===== config.mk =====
export PLATFORM = sky130hd
export DESIGN_NAME = writeback_stage
export DESIGN_NICKNAME = d
export VERILOG_FILES = /design/src/rtl/writeback_stage.sv
export SDC_FILE = /design/constraint.sdc
export NUM_CORES = 1
export LEC_CHECK = 0
export ABC_AREA = 1
export ABC_CLOCK_PERIOD_IN_PS = 2700
export CAP_MARGIN = 20
export CORE_ASPECT_RATIO = 1.4
export CORE_MARGIN = 2
export CORE_UTILIZATION = 50
export CTS_CLUSTER_DIAMETER = 30
export DETAILED_ROUTE_END_ITERATION = 10
export PLACE_DENSITY = 0.89
export SLEW_MARGIN = 20
export SYNTH_ARGS = -nofsm -noshare
export SYNTH_HDL_FRONTEND = slang
export SYNTH_SLANG_ARGS = --single-unit

===== constraint.sdc =====
create_clock -name iClk -period 2.7 [get_ports iClk]
set_input_delay 0.81 -clock iClk [delete_from_list [all_inputs] [get_ports iClk]]
set_output_delay 0.81 -clock iClk [all_outputs]
set_load 0.02 [all_outputs]

===== src/rtl/writeback_stage.sv =====
// Registered writeback stage: result select, variable-latency load handshake,
// load extraction with sign/zero extension, flush draining and retirement count.
module writeback_stage #(
    parameter int DATA_WIDTH = 32,
    parameter int OFF_W      = $clog2(DATA_WIDTH / 8),
    parameter int CNT_WIDTH  = 32
) (
    input  logic                  iClk,
    input  logic                  iRst,
    input  logic                  iValid,
    output logic                  oReady,
    input  logic                  iFlush,
    input  logic [2:0]            iResultSrc,
    input  logic [2:0]            iLoadType,
    input  logic [OFF_W-1:0]      iByteOffset,
    input  logic [DATA_WIDTH-1:0] iAluResult,
    input  logic [DATA_WIDTH-1:0] iPC,
    input  logic [DATA_WIDTH-1:0] iUpperImm,
    input  logic [4:0]            iRd,
    input  logic                  iRegWrite,
    input  logic                  iMemRspValid,
    input  logic [DATA_WIDTH-1:0] iMemRspData,
    output logic                  oWbValid,
    output logic                  oRegWrite,
    output logic [4:0]            oRd,
    output logic [DATA_WIDTH-1:0] oRegDataIn,
    output logic                  oLoadFault,
    output logic [CNT_WIDTH-1:0]  oRetireCount
);

    typedef enum logic [1:0] {IDLE, WAIT_MEM, DRAIN} state_t;

    state_t                  state;
    logic [2:0]              ld_type;
    logic [OFF_W-1:0]        ld_off;
    logic [4:0]              ld_rd;
    logic                    ld_we;
    logic                    accept;
    logic                    is_load;
    logic                    load_ok;
    logic [DATA_WIDTH-1:0]   sel_result;

    function automatic logic load_legal(input logic [2:0] lt);
        logic ok;
        case (lt)
            3'b000, 3'b001, 3'b010, 3'b100, 3'b101: ok = 1'b1;
            3'b011, 3'b110:                         ok = (DATA_WIDTH == 64);
            default:                                ok = 1'b0;
        endcase
        return ok;
    endfunction

    function automatic logic load_aligned(input logic [2:0] lt, input logic [OFF_W-1:0] off);
        logic ok;
        case (lt[1:0])
            2'b01:   ok = (off[0] == 1'b0);
            2'b10:   ok = (off[1:0] == 2'b00);
            2'b11:   ok = (off == '0);
            default: ok = 1'b1;
        endcase
        return ok;
    endfunction

    // Shift the addressed lane down to bit 0, then extend to the full width.
    function automatic logic [DATA_WIDTH-1:0] extract_load(input logic [DATA_WIDTH-1:0] word,
                                                         input logic [2:0] lt,
                                                         input logic [OFF_W-1:0] off);
        logic [DATA_WIDTH-1:0] s;
        logic [DATA_WIDTH-1:0] r;
        s = word >> {off, 3'b000};
        case (lt[1:0])
            2'b00: begin
                if (lt[2]) r = DATA_WIDTH'(s[7:0]);
                else       r = DATA_WIDTH'($signed(s[7:0]));
            end
            2'b01: begin
                if (lt[2]) r = DATA_WIDTH'(s[15:0]);
                else       r = DATA_WIDTH'($signed(s[15:0]));
            end
            2'b10: begin
                if (lt[2]) r = DATA_WIDTH'(s[31:0]);
                else       r = DATA_WIDTH'($signed(s[31:0]));
            end
            default: r = s;
        endcase
        return r;
    endfunction

    assign oReady = (state == IDLE);

    always_comb begin
        accept  = iValid && oReady && !iFlush;
        is_load = (iResultSrc == 3'b001);
        load_ok = load_legal(iLoadType) && load_aligned(iLoadType, iByteOffset);
        case (iResultSrc)
            3'b010:  sel_result = iPC + DATA_WIDTH'(4);
            3'b011:  sel_result = iUpperImm;
            3'b100:  sel_result = iPC + iUpperImm;
            default: sel_result = iAluResult;
        endcase
    end

    always_ff @(posedge iClk) begin
        if (iRst) begin
            state        <= IDLE;
            oWbValid     <= 1'b0;
            oRegWrite    <= 1'b0;
            oRd          <= '0;
            oRegDataIn   <= '0;
            oLoadFault   <= 1'b0;
            oRetireCount <= '0;
        end else begin
            oWbValid   <= 1'b0;
            oRegWrite  <= 1'b0;
            oLoadFault <= 1'b0;
            case (state)
                IDLE: begin
                    if (accept) begin
                        if (is_load && load_ok) begin
                            ld_type <= iLoadType;
                            ld_off  <= iByteOffset;
                            ld_rd   <= iRd;
                            ld_we   <= iRegWrite;
                            state   <= WAIT_MEM;
                        end else begin
                            oWbValid     <= 1'b1;
                            oRd          <= iRd;
                            oRetireCount <= oRetireCount + CNT_WIDTH'(1);
                            // A faulting load retires without touching the data register.
                            if (is_load) begin
                                oLoadFault <= 1'b1;
                            end else begin
                                oRegWrite  <= iRegWrite && (iRd != 5'd0);
                                oRegDataIn <= sel_result;
                            end
                        end
                    end
                end
                WAIT_MEM: begin
                    if (iFlush) begin
                        state <= iMemRspValid ? IDLE : DRAIN;
                    end else if (iMemRspValid) begin
                        oWbValid     <= 1'b1;
                        oRd          <= ld_rd;
                        oRegWrite    <= ld_we && (ld_rd != 5'd0);
                        oRegDataIn   <= extract_load(iMemRspData, ld_type, ld_off);
                        oRetireCount <= oRetireCount + CNT_WIDTH'(1);
                        state        <= IDLE;
                    end
                end
                DRAIN: begin
                    if (iMemRspValid) state <= IDLE;
                end
                default: state <= IDLE;
            endcase
        end
    end

endmodule


==> metrics.md <==
| Metric | Value |
|---|---|
| Crit-path cells | clkdlybuf4s50_1 > inv_1 > nand2_1 > inv_2 > buf_4 > o21ai_1 > a21oi_1 > a21oi_1 > nand4_1 > nand2_1 > a21oi_1 |
| Core area | 16610 um2 |
| Asr flop ratio synth | 0% |
| Sw Ratio | 33.98% |
| Yosys top cell by area | nand2_1 |
| CTS Hold Bufs | 0 |
| Clock network fraction of total power | 29.4% |
| Layout Nets | 2037 |
| CTS tree | built |
| Largest family of logic cells by synthesized area | simple AND/OR/NAND/NOR gates |
| Seq pwr share | 31.5% |
| Placed cell count | 2044 |
| DR DRC count | 0 |
| Fmax | 370.2 MHz |
| Mapped Cells | 1504 |
| FF-to-FF Start | ld_off[0] |
| Leading cell type in the layout, fill and taps excluded | nand2_1 |
| Critical Path Source | iResultSrc[0] |
| Top post-synthesis cells by area | nand2_1, dfxtp_1, a21oi_1 |
| Die Y | 157.6 um |
| Hold Violations, Final | 0 |
| Power density over the cells | 335.9 nW/um2 |
| Initial Util | 50.74% |
| Slowest cell on the critical path | clkdlybuf4s50_1 |
| Warnings, synthesis | 0 |
| Outcome | finished, violations left |
| Synthesized cell area | 8426 um2 |
| CP Data Arrival Time | 2.92 ns |
| Power Internal | 0.002836 W |
| # clock sinks | 85 |
| Met3 WL post-DR | 2679 um |
| CTS max path bufs | 2 |
| CP Launch Type | input port |
| Gr usage total | 38.36% |
| Fin. max-slew vios | 0 |
| Required @ worst endpoint | 2.91 ns |
| Met2 wire length | 17370 um |
| Routed wire length | 36170 um |
| CTS buffer count | 9 |
| Boundary Pins | 220 |
| Die Area | 17920 um2 |
| Post-synthesis compound-gate area fraction | 17.43% |
| Final TNS setup | -0.001403 ns |
| Combinational share of power | 39.0% |
| # rows | 56 |
| Final worst slack | -0.001403 ns |
| Vias in the first global route | 10963 |
| Max Cap Viol | 0 |
| Synth Register Bits | 85 |
| Share of cells above drive strength 1 | 16.34% |
| Max-slew headroom | 53.73% |
| PortBufs | 219 |
| Routed met1 length | 13450 um |
| Die width | 113.7 um |
| Hpwl dp | 28580 um |
| Crit-path max FO | 6 |
| Worst-Margin Slew | 0.6933 ns |
| H-tree levels | 3 |
| Kind of critical path | input port to flop |
| Diodes inserted | 0 |
| Failing checks | setup timing |
| # setup viols final | 1 |
| Peak supply drop | 0.3379 mV |
| Seq/Total Area, Yosys | 21.50% |
| Worst-path clk slew | 0.06 ns |
| Initial antenna violation count | 0 |
| Mux share of post-synthesis cell area | 0.3564% |
| Clk_skew | 0.009189 ns |
| Post-route ant nets | 0 |
| Fin crit share | 100.1% |
| Largest net degree at the start of global routing | 35 |
| Hold crit path type | flop to flop |
| Area growth syn-to-layout | 51.80% |
| EDFF count, synth | 11 |
| Skew-Pair Late Insertion Delay | 0.35 ns |
| Initial DRC Count | 1127 |
| Max layer used | met4 |
| DR vias/cell | 5.612 |
| Avg Cell Area, Syn | 5.602 um2 |
| Clk root buf | clkbuf_16 |
| Grt ovf | 0 |
| Post-layout util | 77.02% |
| CP Capture Type | flop |
| Synth Flop Type | dfxtp_1 |
| Via Count | 11584 |
| Simple-Gate Fraction of Synth Area | 41.88% |
| Hold Startpoint | oRegDataIn[20] |
| NetSw | 0.001460 W |
| GPL Wtd Cong | 1.014 |
| Post-synth net total | 1685 |
| Synth Area in XOR/XNOR | 3.222% |
| CP peak stage delay | 0.55 ns |
| Most used cell, CP | a21oi_1 |
| Lkg Pwr | 5.870 nW |
| Area share of fa/ha/maj cells after synthesis | 5.138% |
| Minimum clock period | 2.701 ns |
| TritonRoute pass-1 iters | 6 |
| Wire length per cell | 17.52 um |
| Post-Layout Cell Count | 2064 |
| Global-route wire length before repair | 54050 um |
| Post-synth top area share | 24.50% |
| Commonest cells after routing, fill and taps aside | nand2_1, clkdlybuf4s50_1, buf_4, inv_1, nor2_1 |
| Unique masters post-synth | 44 |
repair_timing:
| item | in CTS | in global routing |
|---|---|---|
| pin swaps | 4 | 11 |
| buffers inserted | 1 | 3 |
| gates cloned | 0 | 0 |
| setup endpoints to repair | 15 | 27 |
| resized for setup | 11 | 110 |
final timing paths:
kind,end,slack (ns),depth (start not counted)
max,oRegDataIn[10],-0.001,11
min,oRegDataIn[20],0.47,2
max reg2reg,oRegDataIn[23],0.51,10
min reg2reg,oRegDataIn[20],0.47,2
state kept, by name, summed over array words and instances, names as in the netlist:
name / count
state: 2
oWbValid: 1
oRegWrite: 1
ld_type: 3
oRetireCount: 32
ld_rd: 5
oLoadFault: 1
ld_we: 1
oRd: 5
oRegDataIn: 32
ld_off: 2
power groups by stage:
| stage | combinational (W) | sequential, W | clock (W) |
|---|---|---|---|
| 5_1_grt | 0.00180 | 0.00136 | 0.00132 |
| 4_1_cts | 0.00154 | 0.00135 | 0.00127 |
| 3_3_place_gp | 0.00150 | 0.00138 | 0 |
| 6_report | 0.00168 | 0.00135 | 0.00126 |
| 2_1_floorplan | 0.000659 | 0.00143 | 0 |
| 3_5_place_dp | 0.00152 | 0.00138 | 0 |
worst max-delay path: cells and delay by family:
family / cells / cell delay, ns
buf+inv: 4 / 1.01
compound gates: 4 / 0.57
simple gates: 3 / 0.53
synth_stat cells, types with 2 or more instances:
| cell type | number |
|---|---|
| nor2_2 | 6 |
| or2_1 | 3 |
| nor2_1 | 130 |
| xnor2_1 | 8 |
| a21o_1 | 3 |
| edfxtp_1 | 11 |
| o221ai_1 | 3 |
| clkbuf_1 | 24 |
| ha_1 | 33 |
| nand3_2 | 2 |
| dfxtp_1 | 74 |
| nor3_1 | 32 |
| buf_2 | 21 |
| o211ai_1 | 12 |
| mux2i_1 | 3 |
| nor3_4 | 2 |
| nand2_1 | 550 |
| or2_2 | 6 |
| nor4_1 | 8 |
| nor3_2 | 2 |
| a22oi_1 | 2 |
| o21ai_1 | 12 |
| nand4_1 | 18 |
| clkinv_1 | 2 |
| o21bai_1 | 7 |
| inv_1 | 167 |
| inv_2 | 11 |
| nand3b_1 | 6 |
| buf_1 | 3 |
| a31oi_1 | 12 |
| xor2_1 | 23 |
| nor2_4 | 2 |
| o21ai_0 | 90 |
| a21oi_1 | 126 |
| nand3_1 | 81 |
cells by family (layout without fill, tap and decap cells):
family / Yosys count / count (layout)
buffers and inverters: 228 / 585
muxes: 3 / 3
adders and majority gates: 34 / 34
xor gates and xnor gates: 31 / 31
DFF: 85 / 85
AOI/OAI and AO/OA: 273 / 273
and+or+nand+nor: 850 / 850
metal layers:
metal / global-route usage [%] / vias to the layer above
li1: - / 5565
met1: 43.92 / 5208
met2: 66.24 / 641
met3: 5.590 / 170
met4: 25.32 / 0
met5: 0 / -
through the flow:
step	hold slack (ns)	total power, W	setup WS, ns	area, um2
after detailed placement	0.4560	0.002899	-0.4536	11960
after CTS	0.4654	0.004161	-0.004085	12310
after global placement	0.4516	0.002884	-0.4052	11960
final	0.4699	0.004296	-0.001403	12790
after global routing	0.4828	0.004482	-0.05692	12790
after floorplan	0.4816	0.002089	0.2805	8426
final cells by class:
type | instances | area [um2]
multi-input combinational | 1191 | 6186
fill | 1301 | 3816
timing repair buffer | 389 | 3562
sequential | 85 | 1812
inverter | 180 | 675.6
tap | 203 | 254.0
clock buffer | 10 | 239.0
clock inverter | 6 | 61.31
Power figures use the tool's default switching activity.
